==> src/rtl/fc1_engine.sv <==
// fc1 layer engine: sweeps the conv2 feature store through one signed MAC per neuron,
// then applies ReLU, an arithmetic shift and saturation before a valid/ready output.
module fc1_engine #(
  parameter int FEAT_DEPTH = 32,
  parameter int NUM_CH     = 16,
  parameter int OUT_N      = 10,
  parameter int DATA_W     = 8,
  parameter int ACC_W      = 24,
  parameter int OUT_SHIFT  = 4,
  localparam int W_AW = $clog2(OUT_N * FEAT_DEPTH * NUM_CH),
  localparam int N_W  = $clog2(OUT_N),
  localparam int A_W  = $clog2(FEAT_DEPTH),
  localparam int C_W  = $clog2(NUM_CH)
) (
  input  logic              clk,
  input  logic              rst,
  input  logic              start,
  output logic              bram_en,
  output logic [10:0]       bram_addr,
  output logic [5:0]        ch_sel,
  input  logic [DATA_W-1:0] feat_in,
  output logic [W_AW-1:0]   w_addr,
  input  logic [DATA_W-1:0] w_data,
  output logic [N_W-1:0]    b_addr,
  input  logic [DATA_W-1:0] b_data,
  output logic              out_valid,
  input  logic              out_ready,
  output logic [DATA_W-1:0] out_data,
  output logic [N_W-1:0]    out_idx,
  output logic              busy,
  output logic              done
);

  typedef enum logic [2:0] {S_IDLE, S_BIAS, S_RUN, S_DRAIN, S_OUT, S_DONE} state_t;

  localparam logic signed [ACC_W-1:0] SAT_MAX = ACC_W'((1 << (DATA_W - 1)) - 1);

  state_t r_state, w_state_nxt;

  logic [A_W-1:0]  r_a;
  logic [C_W-1:0]  r_c;
  logic [W_AW-1:0] r_w;
  logic [N_W-1:0]  r_n;
  logic            r_drain;

  logic w_issue, w_last_issue, w_accept, w_last_neuron;

  logic                       vld_p1, vld_p2, r_bias_p1;
  logic [C_W-1:0]             r_ch_p1;
  logic signed [2*DATA_W-1:0] r_prod_p2;
  logic signed [ACC_W-1:0]    r_acc, w_acc_nxt;
  logic [DATA_W-1:0]          r_out_data;
  logic [N_W-1:0]             r_out_idx;

  function automatic logic [DATA_W-1:0] sat_relu(input logic signed [ACC_W-1:0] v);
    logic signed [ACC_W-1:0] s;
    s = v >>> OUT_SHIFT;
    if (v < 0)
      return '0;
    else if (s > SAT_MAX)
      return {1'b0, {(DATA_W-1){1'b1}}};
    else
      return s[DATA_W-1:0];
  endfunction

  assign w_issue       = (r_state == S_RUN);
  assign w_last_issue  = w_issue && (r_a == A_W'(FEAT_DEPTH - 1)) && (r_c == C_W'(NUM_CH - 1));
  assign w_accept      = (r_state == S_OUT) && out_ready;
  assign w_last_neuron = (r_n == N_W'(OUT_N - 1));

  always_ff @(posedge clk) begin
    if (rst) r_state <= S_IDLE;
    else     r_state <= w_state_nxt;
  end

  always_comb begin
    w_state_nxt = r_state;
    unique case (r_state)
      S_IDLE:  if (start) w_state_nxt = S_BIAS;
      S_BIAS:  w_state_nxt = S_RUN;
      S_RUN:   if (w_last_issue) w_state_nxt = S_DRAIN;
      S_DRAIN: if (r_drain) w_state_nxt = S_OUT;
      S_OUT:   if (out_ready) w_state_nxt = w_last_neuron ? S_DONE : S_BIAS;
      S_DONE:  w_state_nxt = S_IDLE;
      default: w_state_nxt = S_IDLE;
    endcase
  end

  // Sweep counters: address outer, channel inner; address holds after the final issue
  always_ff @(posedge clk) begin
    if (rst) begin
      r_a     <= '0;
      r_c     <= '0;
      r_w     <= '0;
      r_n     <= '0;
      r_drain <= 1'b0;
    end else begin
      if (r_state == S_IDLE && start) begin
        r_n <= '0;
        r_w <= '0;
      end
      if (r_state == S_BIAS) begin
        r_a     <= '0;
        r_c     <= '0;
        r_drain <= 1'b0;
      end
      if (w_issue) begin
        r_w <= r_w + 1'b1;
        if (!w_last_issue) begin
          if (r_c == C_W'(NUM_CH - 1)) begin
            r_c <= '0;
            r_a <= r_a + 1'b1;
          end else begin
            r_c <= r_c + 1'b1;
          end
        end
      end
      if (r_state == S_DRAIN) r_drain <= 1'b1;
      if (w_accept && !w_last_neuron) r_n <= r_n + 1'b1;
    end
  end

  // p1: feature and weight arrive; channel select is the issue channel delayed one cycle
  always_ff @(posedge clk) begin
    if (rst) begin
      vld_p1    <= 1'b0;
      vld_p2    <= 1'b0;
      r_bias_p1 <= 1'b0;
      r_ch_p1   <= '0;
    end else begin
      vld_p1    <= w_issue;
      vld_p2    <= vld_p1;
      r_bias_p1 <= (r_state == S_BIAS);
      r_ch_p1   <= w_issue ? r_c : '0;
    end
  end

  // p2: registered product
  always_ff @(posedge clk) begin
    if (vld_p1) r_prod_p2 <= $signed(feat_in) * $signed(w_data);
  end

  assign w_acc_nxt = r_acc + {{(ACC_W-2*DATA_W){r_prod_p2[2*DATA_W-1]}}, r_prod_p2};

  // Accumulate; the result is taken from the final sum on the edge that enters OUT
  always_ff @(posedge clk) begin
    if (rst) begin
      r_acc      <= '0;
      r_out_data <= '0;
      r_out_idx  <= '0;
    end else begin
      if (r_bias_p1)
        r_acc <= {{(ACC_W-DATA_W){b_data[DATA_W-1]}}, b_data};
      else if (vld_p2)
        r_acc <= w_acc_nxt;
      if (r_state == S_DRAIN && r_drain) begin
        r_out_data <= sat_relu(w_acc_nxt);
        r_out_idx  <= r_n;
      end
    end
  end

  assign bram_en   = w_issue;
  assign bram_addr = 11'(r_a);
  assign ch_sel    = 6'(r_ch_p1);
  assign w_addr    = r_w;
  assign b_addr    = r_n;
  assign out_valid = (r_state == S_OUT);
  assign out_data  = r_out_data;
  assign out_idx   = r_out_idx;
  assign busy      = (r_state != S_IDLE);
  assign done      = (r_state == S_DONE);

endmodule
==> config.mk <==
export PLATFORM = sky130hd
export DESIGN_NAME = fc1_engine
export DESIGN_NICKNAME = d
export VERILOG_FILES = /design/src/rtl/fc1_engine.sv
export SDC_FILE = /design/constraint.sdc
export NUM_CORES = 1
export LEC_CHECK = 0
export BUFFER_PORTS_ARGS = -buffer_cell sky130_fd_sc_hd__buf_2
export CORE_MARGIN = 2
export CORE_UTILIZATION = 48
export CTS_BUF_LIST = sky130_fd_sc_hd__clkbuf_8
export CTS_CLUSTER_SIZE = 25
export DETAILED_ROUTE_END_ITERATION = 8
export PLACE_DENSITY = 0.7
export SYNTH_ARGS = -nofsm -noshare
export SYNTH_HDL_FRONTEND = slang
export SYNTH_SLANG_ARGS = --single-unit
==> constraint.sdc <==
create_clock -name clk -period 4.69 [get_ports clk]
set_input_delay 0.938 -clock clk [delete_from_list [all_inputs] [get_ports clk]]
set_output_delay 0.938 -clock clk [all_outputs]
set_load 0.03 [all_outputs]
==> summary.txt, run 1 <==
Run status
  • Outcome: finished clean

Clock network
  • Post-CTS Setup Bufs: 0
  • Clock sinks: 89
  • Clk slew on worst S/H paths: 90 ps
  • CTS root buf: clkbuf_8
  • Clk_lat worst skew: 380 ps
  • H-Tree Depth: 3
  • Number of CTS-inserted buffers: 9
  • CTS tree: yes
  • Clock Path Buffers: 2
  • Cts hold-fix bufs: 0

Layout
  • Final Util: 0.563
  • Final #Nets: 1107
  • Area of the multi-input gates: 5070 sq um
  • P&R area growth vs syn: 14.8%
  • Fin cells: 1159
  • Fillers: 1416
  • Register area: 1940 sq um
  • Ratio of cells with drive above 1 in the final layout: 0.170

Floorplan
  • Ports: 78
  • Row count: 45
  • Core ar.: 15100 sq um
  • Die Ht: 128 um
  • Starting density of the core: 0.490
  • Die W: 128 um
  • Die Area: 16500 sq um

Setup path
  • R2r setup slk: 1280 ps
  • Critical R2R Launch: r_acc[0]$_SDFFE_PP0P_
  • Critical Path Source: w_data[4]
  • Terminus of the critical flop-to-flop path: out_data[6]$_SDFFE_PP0P_
  • Crit-path cells: buf_2, buf_4, nand2_1, fa_1, inv_1, fa_1, inv_1, fa_1, fa_1, inv_1, ha_1, inv_1, and3_1, a2111oi_2, o311ai_1
  • Slowest stage cell, crit path: fa_1
  • Crit path max fanout: 5
  • Startpoint types: input pin
  • Critical Path RT: 4800 ps
  • CP bufs+invs: 6
  • CP peak stage delay: 560 ps
  • Reg2Reg Depth: 11
  • Worst setup EP type: register
  • Worst EP arrival: 4650 ps
  • Setup Crit Path Kind: input pin to register
  • Delay-heaviest family, CP: adder cells

Route
  • Drt total wl: 15700 um
  • Final ANT Viol Nets: 0
  • Routed vias: 6156
  • Via density: 5.31
  • Residual DRC: 0
  • DRT iter0 DRCs: 356
  • Drt pass-1 iters: 5
  • WL per Instance: 13.5 um

Global route
  • Gr usage total: 0.195
  • Global-route wire length before repair: 26500 um
  • Largest net degree at the start of global routing: 48
  • Initial antenna violation count: 1
  • Vias in the first global route: 5722
  • GR Overflow Total: 0

Hold path
  • HP Class: register to register
  • Worst Hold Path EP: out_idx[0]$_SDFFE_PP0P_
  • Hold Path Stages: 2
  • Hold Path Origin: out_idx[0]$_SDFFE_PP0P_

Synth
  • Yosys cell types: 67
  • Synth Instances: 862
  • Mapped cell area: 7430 sq um
  • Post-synthesis average cell area: 8.61 sq um
  • FFs w/ async S/R, synth: 0
  • Main synth FF type: dfxtp_1
  • Number of flops mapped to enable cells by yosys: 16
  • Synth warn: 0
  • Synth top area cells: dfxtp_1, fa_1, ha_1
  • Top cell type's share of synthesized area: 0.197
  • Post-synthesis sequential area ratio: 0.261
  • Area leader, netlist: dfxtp_1
  • Number of synthesized register bits: 89

Timing
  • Least-Margin Pin Slew: 753 ps
  • Final hold violation count: 0
  • Min Tclk post-route: 4540 ps
  • Fmax: 220 MHz
  • Worst Clk Skew: 18.5 ps
  • Worst Slack Setup Final: 152 ps
  • Period utilization: 0.968
  • Final setup violation count: 0
  • Slew Limit Headroom: 0.493
  • Max Slew Vio Count: 0

Placement
  • # port buffers: 69
  • Final Wtd Congestion: 0.864
  • Hpwl dp: 12200 um
  • Placed Cells: 1142
  • Pre-CTS WS: -374 ps

Pwr
  • VDD IR-drop max: 0.000193 V
  • Leak pwr: 3.86 nW
  • Final Total Pwr: 0.00354 W
  • PD cells: 415 nW/um^2

Job
  • Max_cap viols: 0
-- worst reg2reg max path, delay by kind of cell, from the launching register on --
family                     cells  cell delay, ps
AOI/OAI and AO/OA              5            1710
buffers and inverters          1              70
and+or+nand+nor                3             540
adders and majority gates      2             620
DFF                            1             340
-- how the worst max path moves through the flow --
stage | cells past startpoint | end | slack [ps]
finish | 15 | r_prod_p2[14]$_DFFE_PP_ | 150
CTS | 16 | r_prod_p2[14]$_DFFE_PP_ | 30
detailed placement | 16 | r_prod_p2[14]$_DFFE_PP_ | -370
floorplan | 15 | r_prod_p2[14]$_DFFE_PP_ | 7
global route | 15 | r_prod_p2[14]$_DFFE_PP_ | -3
global placement | 18 | r_prod_p2[13]$_DFFE_PP_ | -270
-- placed cells by master (no fill, tap or decap), drive strengths merged, types with 10 or more instances in the layout --
cell,n
nand3,19
fa,56
mux2i,12
o211ai,18
xor2,16
o21ai,27
xnor2,17
inv,101
nor2,83
nand2,83
and2,46
and3,10
nand2b,12
edfxtp,16
ha,58
a211oi,12
dfxtp,73
buf,113
a21o,10
a21oi,70
-- cell usage after synthesis (8+ instances only) --
library cell,number
a211oi_1,10
a21o_1,10
a21oi_1,70
and2_1,45
and3_1,10
buf_4,8
clkbuf_1,18
dfxtp_1,73
edfxtp_1,16
fa_1,56
ha_1,58
inv_1,98
mux2i_1,12
nand2_1,83
nand2b_1,12
nand3_1,19
nor2_1,83
nor3_1,9
o211ai_1,16
o21ai_0,22
or3_1,8
xnor2_1,17
xor2_1,15
-- kinds of logic after synthesis --
logic type	synth area share
compound gates	0.173
fa+ha+maj	0.249
flops	0.261
mux	0.0177
simple gates	0.191
buf+inv	0.0684
other cells	0.000505
xor+xnor	0.0399
-- sequential cells by signal (all words and copies together) (netlist names), 4 cells and up --
name / cells
b_addr: 4
out_idx: 4
r_c: 4
r_ch_p1: 4
r_a: 5
r_prod_p2: 16
w_addr: 13
out_data: 8
r_acc: 24
-- stage by stage --
stage | cell area, sq um | TNS (ps) | hold slack (ps)
after floorplan | 7470 | 0 | 454
after global routing | 8530 | -2.65 | 493
after global placement | 8250 | -1070 | 439
after CTS | 8480 | 0 | 462
after detailed placement | 8250 | -1330 | 449
final | 8530 | 0 | 458
-- layout make-up --
class / instances / share of cell area
inverter: 99 / 0.0436
multi-input combinational: 653 / 0.594
tap: 188 / 0.0276
clock inverter: 7 / 0.0116
timing repair buffer: 113 / 0.0807
antenna: 1 / 0.000293
sequential: 89 / 0.228
clock buffer: 9 / 0.0145
-- timing repair --
item                                   4_1_cts  5_1_grt
setup endpoints to repair                    0        4
gates resized for setup                      0       12
endpoints found under the hold margin        0        0
-- report_power, final --
group | total [W] | switching, W | internal (W)
Combinational | 0.00199 | 0.00107 | 0.000924
Clock | 0.000602 | 0.000297 | 0.000305
Sequential | 0.000943 | 0.0000437 | 0.000899
-- routing by layer --
metal	global-route usage	share of wire	up-vias
met4	0.0478	0.014	0
met1	0.281	0.49	2876
met3	0.0283	0.041	19
li1	-	-	3131
met2	0.310	0.45	130
met5	0	0	-
No activity file was read; power rests on OpenSTA's default activity.
==> run 2, diff against run 1 <==
ABC_AREA = 1   (was default)
==> run 2 against run 1 <==
Clock-buffer cell count unchanged. Critical path type unchanged. Sequential share of layout area shrank 0.89 points. Power is 15% higher.
==> summary.txt, run 2 <==
Run status
  • Outcome: finished clean

Timing
  • Final hold violation count: 0
  • Least-Margin Pin Slew: 725 ps
  • Final setup violation count: 0
  • Worst Slack Setup Final: 222 ps
  • Fmax: 224 MHz
  • Slew Limit Headroom: 0.516
  • Period utilization: 0.953
  • Worst Clk Skew: 17.7 ps
  • Min Tclk post-route: 4470 ps
  • Max Slew Vio Count: 0
  • Min Hold Slack: 457 ps

Floorplan
  • Die Area: 17200 sq um
  • Ports: 78
  • Row count: 46
  • Core ar.: 15800 sq um
  • Starting density of the core: 0.489
  • Die Ht: 131 um
  • Die W: 131 um

Placement
  • # port buffers: 69
  • Post-DP Area: 8640 sq um
  • Hpwl dp: 14300 um
  • Pre-CTS WS: -310 ps
  • Final Wtd Congestion: 0.891

Route
  • DRT iter0 DRCs: 357
  • Residual DRC: 0
  • Via density: 4.82
  • Drt pass-1 iters: 5
  • Final ANT Viol Nets: 0
  • Drt total wl: 17800 um
  • WL per Instance: 12.7 um
  • Routed vias: 6777

Setup path
  • Worst setup EP type: register
  • CP bufs+invs: 7
  • CP peak stage delay: 540 ps
  • Worst EP arrival: 4610 ps
  • Slowest stage cell, crit path: fa_1
  • Crit path max fanout: 8
  • Setup Crit Path Kind: input pin to register
  • Crit-path cells: clkbuf_4, nand2_1, inv_1, fa_1, inv_1, fa_1, inv_1, fa_1, inv_1, fa_1, inv_2, ha_4, inv_2, nor2_1, nor2_1, o21ai_1, a21oi_1, o21bai_1, and2_1, o21ai_1, nand2_1, xor2_1
  • Startpoint types: input pin
  • Delay-heaviest family, CP: adder cells
  • Critical Path RT: 4830 ps

Synth
  • Top-count cell post-synth: nand2_1
  • Number of synthesized register bits: 89
  • Mapped cell area: 7750 sq um
  • Number of flops mapped to enable cells by yosys: 16
  • Post-synthesis sequential area ratio: 0.251
  • Yosys cell types: 40
  • Synth Instances: 1089
  • Synth warn: 0
  • Leading post-synthesis cells by instance count: nand2_1, inv_1, a21oi_1
  • Area leader, netlist: dfxtp_1
  • Post-synthesis average cell area: 7.11 sq um
  • Main synth FF type: dfxtp_1
  • FFs w/ async S/R, synth: 0
  • Top cell type's share of synthesized area: 0.189
  • Synth top area cells: dfxtp_1, fa_1, nand2_1

Clock network
  • CTS tree: yes
  • Clock sinks: 89
  • Number of CTS-inserted buffers: 9
  • Post-CTS Setup Bufs: 0
  • Clk_lat worst skew: 390 ps
  • H-Tree Depth: 3
  • Clk slew on worst S/H paths: 110 ps
  • Clock Path Buffers: 2
  • CTS root buf: clkbuf_8

Layout
  • Antenna fix cells: 0
  • Max reg flops: 24
  • Commonest non-fill, non-tap cell in the layout: nand2_1
  • Final #Nets: 1328
  • Final Cell Area: 8870 sq um
  • P&R area growth vs syn: 14.6%
  • Final Util: 0.561
  • Most frequent cells in the layout: nand2_1, inv_1, a21oi_1
  • Ratio of cells with drive above 1 in the final layout: 0.146
  • Biggest register: r_acc

Global route
  • Gr usage total: 0.220
  • Largest net degree at the start of global routing: 52
  • Met2 Use GR: 0.387
  • Vias in the first global route: 6574
  • Met1 usage: 0.273
  • Global-route wire length before repair: 29800 um
  • Grt met3 use: 0.0305
  • GR Overflow Total: 0
  • Gr busiest metal: met2
  • Initial antenna violation count: 0

Pwr
  • Internal: 0.00216 W
  • VDD IR-drop max: 0.000224 V
  • Flop pwr share: 0.259
  • Leak pwr: 4.61 nW
  • PD cells: 457 nW/um^2
  • Net Switching: 0.00189 W
  • Comb pwr share: 0.606
  • Clock power frac: 0.134
  • Switch share: 0.467

Hold path
  • HP Class: register to register

Job
  • Max_cap viols: 0
[run 2: cell count changes in the layout (fill, tap and decap cells not counted), sizes merged, moves of 10 or more]
cell	change
nand2	+197
and2	-41
mux2i	-12
and3	-10
o211ai	-17
inv	+141
a21o	-10
nand2b	-12
a21oi	+23
nand3	+24
[run 2: through the flow]
stage | TNS [ps] | total power (W) | cells
after floorplan | -165 | 0.00286 | 1096
after global placement | -463 | 0.00346 | 1391
after detailed placement | -759 | 0.00351 | 1391
after CTS | 0 | 0.00406 | 1407
after global routing | -21.5 | 0.00450 | 1407
final | 0 | 0.00406 | 1407
[run 2: metal layers]
metal  up-vias  share of wire
li1       3536              -
met1      3093           0.45
met2       121           0.49
met3        27          0.031
met4         0          0.029
met5         -              0
[run 2: cell type report]
cell class	count	area, sq um
Fill cell	1492	6950
Multi-Input combinational cell	732	4850
Sequential cell	89	1940
Inverter	238	896
Timing Repair Buffer	116	716
Tap cell	216	270
Clock buffer	9	124
Clock inverter	7	72.6
[run 2: cells by family after synthesis]
group | Yosys count | synth area share
flip-flops | 89 | 0.251
other | 1 | 0.000484
AND/OR/NAND/NOR | 432 | 0.234
adder cells (fa/ha/maj) | 114 | 0.238
XOR/XNOR | 31 | 0.0360
AO/OA/AOI/OAI | 147 | 0.103
buffers and inverters | 275 | 0.137
[run 2: path summary, 6_finish.rpt]
path                                               start                       end  slack (ps)  cells after the start
worst max-delay path                           w_data[3]   r_prod_p2[14]$_DFFE_PP_         220                     22
worst min-delay path            out_data[7]$_SDFFE_PP0P_  out_data[7]$_SDFFE_PP0P_         460                      2
worst max register to register   r_prod_p2[15]$_DFFE_PP_  out_data[4]$_SDFFE_PP0P_        2000                     13
worst min register to register  out_data[7]$_SDFFE_PP0P_  out_data[7]$_SDFFE_PP0P_         460                      2
[run 2: power by group through the flow]
| stage | clock network (W) | logic [W] | registers, W |
|---|---|---|---|
| 6_report | 0.000545 | 0.00246 | 0.00105 |
| 5_1_grt | 0.000587 | 0.00284 | 0.00107 |
| 4_1_cts | 0.000554 | 0.00246 | 0.00105 |
| 3_5_place_dp | 0 | 0.00244 | 0.00107 |
| 3_3_place_gp | 0 | 0.00240 | 0.00107 |
| 2_1_floorplan | 0 | 0.00181 | 0.00105 |
[run 2: worst reg2reg max path: cells and delay by family, from the launching register on]
family | cells | cell delay, ps
AND/OR/NAND/NOR | 8 | 820
AO/OA/AOI/OAI | 4 | 700
flip-flops | 1 | 610
adder cells (fa/ha/maj) | 1 | 440
[run 2: repair_timing]
| action | in CTS | in global routing |
|---|---|---|
| endpoints found under the setup margin | 0 | 2 |
| resized for setup | 0 | 13 |
| hold buffers | 0 | 0 |
